[config.mk]
export PLATFORM = sky130hd
export DESIGN_NAME = seq_pattern_detector
export DESIGN_NICKNAME = d
export VERILOG_FILES = /design/src/rtl/seq_det_pkg.sv /design/src/rtl/seq_det_shift_reg.sv /design/src/rtl/seq_pattern_detector.sv
export SDC_FILE = /design/constraint.sdc
export NUM_CORES = 1
export LEC_CHECK = 0
export ABC_AREA = 1
export BUFFER_PORTS_ARGS = -buffer_cell sky130_fd_sc_hd__buf_2
export CAP_MARGIN = 20
export CORE_MARGIN = 10
export CORE_UTILIZATION = 30
export DETAILED_ROUTE_END_ITERATION = 10
export GPL_TIMING_DRIVEN = 0
export PLACE_DENSITY = 0.52
export RECOVER_POWER = 25
export SLEW_MARGIN = 15
export SYNTH_ARGS = -nofsm -noshare
export SYNTH_HDL_FRONTEND = slang
export SYNTH_SLANG_ARGS = --single-unit
[constraint.sdc]
create_clock -name clk -period 2.95 [get_ports clk]
set_clock_uncertainty 0.1 [all_clocks]
set_input_delay 0 -clock clk [delete_from_list [all_inputs] [get_ports clk]]
set_output_delay 0 -clock clk [all_outputs]
set_load 0.02 [all_outputs]
[src/rtl/seq_det_pkg.sv]
// Shared types and helpers for the serial pattern detector.
package seq_det_pkg;

    typedef enum logic {
        FILL  = 1'b0,
        ARMED = 1'b1
    } seq_det_state_t;

    function automatic int calc_len_w(input int pat_w);
        return $clog2(pat_w + 1);
    endfunction

    // A length of zero or anything wider than the pattern means "use the full pattern".
    function automatic int unsigned clamp_len(input int unsigned len_in, input int unsigned pat_w);
        return ((len_in == 0) || (len_in > pat_w)) ? pat_w : len_in;
    endfunction

endpackage

[src/rtl/seq_det_shift_reg.sv]
// History shift register: newest bit enters at bit 0; clear beats shift.
module seq_det_shift_reg #(
    parameter int W = 8
) (
    input  logic         clk,
    input  logic         rst,
    input  logic         clr,
    input  logic         en,
    input  logic         d,
    output logic [W-1:0] q,
    output logic [W-1:0] nxt
);

    logic [W-1:0] q_q, q_d;

    // nxt is the would-be contents after a shift, so the compare can look one bit ahead.
    assign nxt = {q_q[W-2:0], d};
    assign q   = q_q;

    always_comb begin
        q_d = q_q;
        if (clr) begin
            q_d = '0;
        end else if (en) begin
            q_d = nxt;
        end
    end

    always_ff @(posedge clk) begin
        if (rst) begin
            q_q <= '0;
        end else begin
            q_q <= q_d;
        end
    end

endmodule

[src/rtl/seq_pattern_detector.sv]
// Runtime-loadable serial pattern detector with overlap control.
// Optional saturating match counter enabled by SEQ_DET_MATCH_CNT_EN.
module seq_pattern_detector
    import seq_det_pkg::*;
#(
    parameter int               PAT_W   = 8,
    parameter logic [PAT_W-1:0] RST_PAT = 8'b0000_0101,
    parameter int               RST_LEN = 3,
    parameter bit               RST_OVL = 1'b1,
    parameter int               CNT_W   = 16,
    localparam int              LEN_W   = calc_len_w(PAT_W)
) (
    input  logic             clk,
    input  logic             rst,
    input  logic             en,
    input  logic             i,
    input  logic             ld,
    input  logic [PAT_W-1:0] pat_in,
    input  logic [LEN_W-1:0] len_in,
    input  logic             ovl_in,
    output logic             out,
    output logic             armed
`ifdef SEQ_DET_MATCH_CNT_EN
    ,
    output logic [CNT_W-1:0] match_cnt
`endif
);

    localparam logic [LEN_W-1:0] RST_LEN_C = LEN_W'(clamp_len(RST_LEN, PAT_W));

    seq_det_state_t   state_q, state_d;
    logic [LEN_W-1:0] fill_q, fill_d, fill_inc;
    logic [LEN_W-1:0] len_q, len_d;
    logic [PAT_W-1:0] pat_q, pat_d;
    logic             ovl_q, ovl_d;
    logic             out_q, out_d;
    logic [PAT_W-1:0] hist_q, hist_nxt, mask;
    logic             match;

    seq_det_shift_reg #(
        .W(PAT_W)
    ) u_hist (
        .clk (clk),
        .rst (rst),
        .clr (ld),
        .en  (en),
        .d   (i),
        .q   (hist_q),
        .nxt (hist_nxt)
    );

    always_comb begin
        mask     = ~({PAT_W{1'b1}} << len_q);
        fill_inc = (fill_q == len_q) ? fill_q : fill_q + LEN_W'(1);
        match    = en && (fill_inc == len_q) && ((hist_nxt & mask) == (pat_q & mask));

        state_d = state_q;
        fill_d  = fill_q;
        pat_d   = pat_q;
        len_d   = len_q;
        ovl_d   = ovl_q;
        out_d   = 1'b0;

        if (ld) begin
            pat_d   = pat_in;
            len_d   = LEN_W'(clamp_len(32'(len_in), PAT_W));
            ovl_d   = ovl_in;
            fill_d  = '0;
            state_d = FILL;
        end else if (en) begin
            fill_d  = fill_inc;
            state_d = (fill_inc == len_q) ? ARMED : FILL;
            out_d   = match;
            // Non-overlap: hist is kept but must be fully refilled before the next compare.
            if (match && !ovl_q) begin
                fill_d  = '0;
                state_d = FILL;
            end
        end
    end

    always_ff @(posedge clk) begin
        if (rst) begin
            state_q <= FILL;
            fill_q  <= '0;
            pat_q   <= RST_PAT;
            len_q   <= RST_LEN_C;
            ovl_q   <= RST_OVL;
            out_q   <= 1'b0;
        end else begin
            state_q <= state_d;
            fill_q  <= fill_d;
            pat_q   <= pat_d;
            len_q   <= len_d;
            ovl_q   <= ovl_d;
            out_q   <= out_d;
        end
    end

    assign out   = out_q;
    assign armed = (state_q == ARMED);

`ifdef SEQ_DET_MATCH_CNT_EN
    logic [CNT_W-1:0] cnt_q, cnt_d;

    always_comb begin
        cnt_d = cnt_q;
        if (ld) begin
            cnt_d = '0;
        end else if (out_d && (cnt_q != {CNT_W{1'b1}})) begin
            cnt_d = cnt_q + CNT_W'(1);
        end
    end

    always_ff @(posedge clk) begin
        if (rst) begin
            cnt_q <= '0;
        end else begin
            cnt_q <= cnt_d;
        end
    end

    assign match_cnt = cnt_q;
`else
    logic [CNT_W-1:0] cnt_unused;
    assign cnt_unused = '0;
`endif

endmodule
==> metrics <==
outcome finished clean; CTS tree done; post-route insts no fill 279; Hold Crit Endpoint pat_q[7]; number of sinks handled by clock tree synthesis 26; Worst Reg2Reg Path Length in Cells 10; Cells after Synth 185; maximum level of the CTS H-tree 1; VDD IR max 277 uV; global placement routability congestion 0.774; Final period util 79.1%; required time reported for the critical path endpoint 3070 ps; dominant cells by area after synthesis sky130_fd_sc_hd__dfxtp_1, sky130_fd_sc_hd__nand2_1, sky130_fd_sc_hd__a21oi_1; placed cell count 255; Post-DP HPWL 2.52 mm; Setup crit start kind input pin; worst min-delay path category input pin to flip-flop; count of pins on the block boundary 20; area of the die 7700 um2; number of maximum-capacitance violations 0; effective utilization at floorplan 31.4%; worst-path fanout max 10; overflow left after global routing 0; Warnings, synthesis 0; Critical R2R Launch len_q[3]; flip-flop and latch count after synthesis 26; slew at the pin closest to its max-slew limit 661 ps; Register Area 520 um2; final worst path period need 2330 ps; Antenna Nets Post-Route 0; number of antenna violations at the first check in global routing 0; setup slack, reg-to-reg 1010 ps; count of fill cells added during filler insertion 472; share of flip-flops with an asynchronous set or reset 0%; count of pins over their slew limit 0; Clock Root Buffer sky130_fd_sc_hd__clkbuf_8; type of the worst setup path input pin to flip-flop; first-pass GRT wire length 5.95 mm; final routed DRC violation total 0; post-synthesis adder-cell area fraction 0.909%; origin of the worst min-delay path pat_in[7]; sort of element at the end of the critical path flip-flop; vias per inst 4.76; xor and xnor fraction of the mapped netlist area 4.45%; number of standard-cell rows in the floorplan 24; final hold vios 0; worst slack on hold paths 366 ps; normalized max-slew margin 55.8%; number of inserted diodes 0; Iter 0 DRT Violations 46; multi-input gate area in the final layout 747 um2; post-synthesis cell area 1380 um2; setup-violating endpoint count in the final report 0; final routed wirelength across all metal layers 3.36 mm; maximum operating frequency 0.428 GHz; post-synthesis area per instance 7.44 um2; EDFF count, synth 0; dominant cell by count in the synthesized netlist sky130_fd_sc_hd__nand2_1; Clock Latency Late Sink 270 ps; vias in the first global route 1283; layout cells sized above 1 18.5%; Cell Pwr Density 415 nW/um2; cell type with the largest total area after synthesis sky130_fd_sc_hd__dfxtp_1; RSZ-0062 raised after global routing false; area added between synthesis and finish 29.5%; area of the core 4380 um2; setup total negative slack 0 ps; commonest register cell after synthesis sky130_fd_sc_hd__dfxtp_1; via count 1328; signal arrival time at the worst endpoint 2450 ps; average wire length per cell after detail routing 12.0 um; number of stages on the worst hold path 4; top cells by instance count after synthesis sky130_fd_sc_hd__nand2_1, sky130_fd_sc_hd__dfxtp_1, sky130_fd_sc_hd__a21oi_1; count of buffers inserted at the top-level ports 18; simple logic cell fraction of the synthesized area 31.7%; Die Wd 87.7 um; area share of the leading cell type in the synthesized netlist 37.8%; complex-gate fraction of the synthesized area 17.2%; static leakage 0.793 nW; net count of the finished layout 247; TritonCTS Buffers 3; main combinational cell family by area after synthesis simple AND/OR/NAND/NOR gates; multiplexer fraction of the synthesized cell area 0%; net count after synthesis 204; Critical R2R Capture fill_q[0]; Overall Global Routing Usage 9.35%; maximum number of pins on one net before global-route repair 15; first-pass detailed-route iteration total 4; count of different cell masters after synthesis 28; share of synthesized area occupied by flip-flops and latches 37.8%; post-CTS clock slew at the launch and capture registers of the worst setup and hold paths 90 ps; Max Root-Sink Buffers 2; height of the die 87.7 um
-- what timing repair did --
item | in CTS | in global routing
endpoints found under the setup margin | 0 | 0
setup buffers | 0 | 0
hold endpoints to repair | 15 | 0
hold buffers | 20 | 0
gates resized for setup | 0 | 0
-- through the flow --
stage                     total power [W]  util [%]  setup slack, ps  area (um2)
after floorplan                  0.000465         -             1310        1380
final                            0.000740      40.7              616        1780
after CTS                        0.000751      40.8              623        1790
after detailed placement         0.000500      34.9             1030        1530
after global routing             0.000788      40.7              422        1780
after global placement           0.000500      34.9             1020        1530
-- metal layers --
layer  share of wire, %  routed length [um]  track usage [%]
met1                 47                1590             12.1
met3                1.7                  58             1.86
met4               0.24                   8             1.30
met2                 51                1700             15.9
met5                  0                   0                0
-- power breakdown --
group / switching [W] / internal [W]
Sequential: 0.0000129 / 0.000365
Combinational: 0.0000720 / 0.0000610
Clock: 0.000110 / 0.000119
-- worst max path at each step --
stage,from,end,slack [ps],depth (start not counted)
after floorplan,fill_q[1],fill_q[0],1310,12
after global placement,len_q[3],fill_q[0],1020,12
after detailed placement,len_q[3],fill_q[0],1030,10
after CTS,ld,len_q[2],620,7
after global routing,ld,len_q[2],420,7
final,ld,len_q[2],620,7
-- worst max-delay path, cell delays in order --
cell                            delay [ps]
sky130_fd_sc_hd__dlygate4sd3_1         540
sky130_fd_sc_hd__clkbuf_1              140
sky130_fd_sc_hd__nor2_1                540
sky130_fd_sc_hd__inv_1                 300
sky130_fd_sc_hd__buf_6                 230
sky130_fd_sc_hd__o22ai_1               150
sky130_fd_sc_hd__dlygate4sd3_1         560
-- flip-flops by register name, summed over array words and instances, names as in the netlist --
name      flops
len_q         4
u_hist.q      7
out           1
armed         1
pat_q         8
fill_q        4
ovl_q         1
-- layout make-up --
class	instances	share of cell area [%]
plain buffers	4	1.89
clock buffers	4	3.09
well taps	52	3.65
flip-flops and latches	26	29.2
multi-input cells	135	41.9
inverters	20	4.21
repair buffers	38	16.1
-- kinds of logic after synthesis --
family | Yosys count
AO/OA/AOI/OAI | 40
XOR/XNOR | 7
adder cells (fa/ha/maj) | 1
buffers and inverters | 24
flip-flops | 26
AND/OR/NAND/NOR | 87
-- layout by cell type, fill, tap and decap left out, drive strengths merged --
cell	count
nand2	55
dfxtp	26
dlygate4sd3	20
inv	20
a21oi	19
buf	18
nand3	15
o21ai	12
nor2	10
clkbuf	8
xor2	7
nand4	4
a22o	4
o22a	2
or2	1
nor3b	1
o22ai	1
a21o	1
o2111a	1
nor4	1
ha	1
No activity file was read; power rests on OpenSTA's default activity.
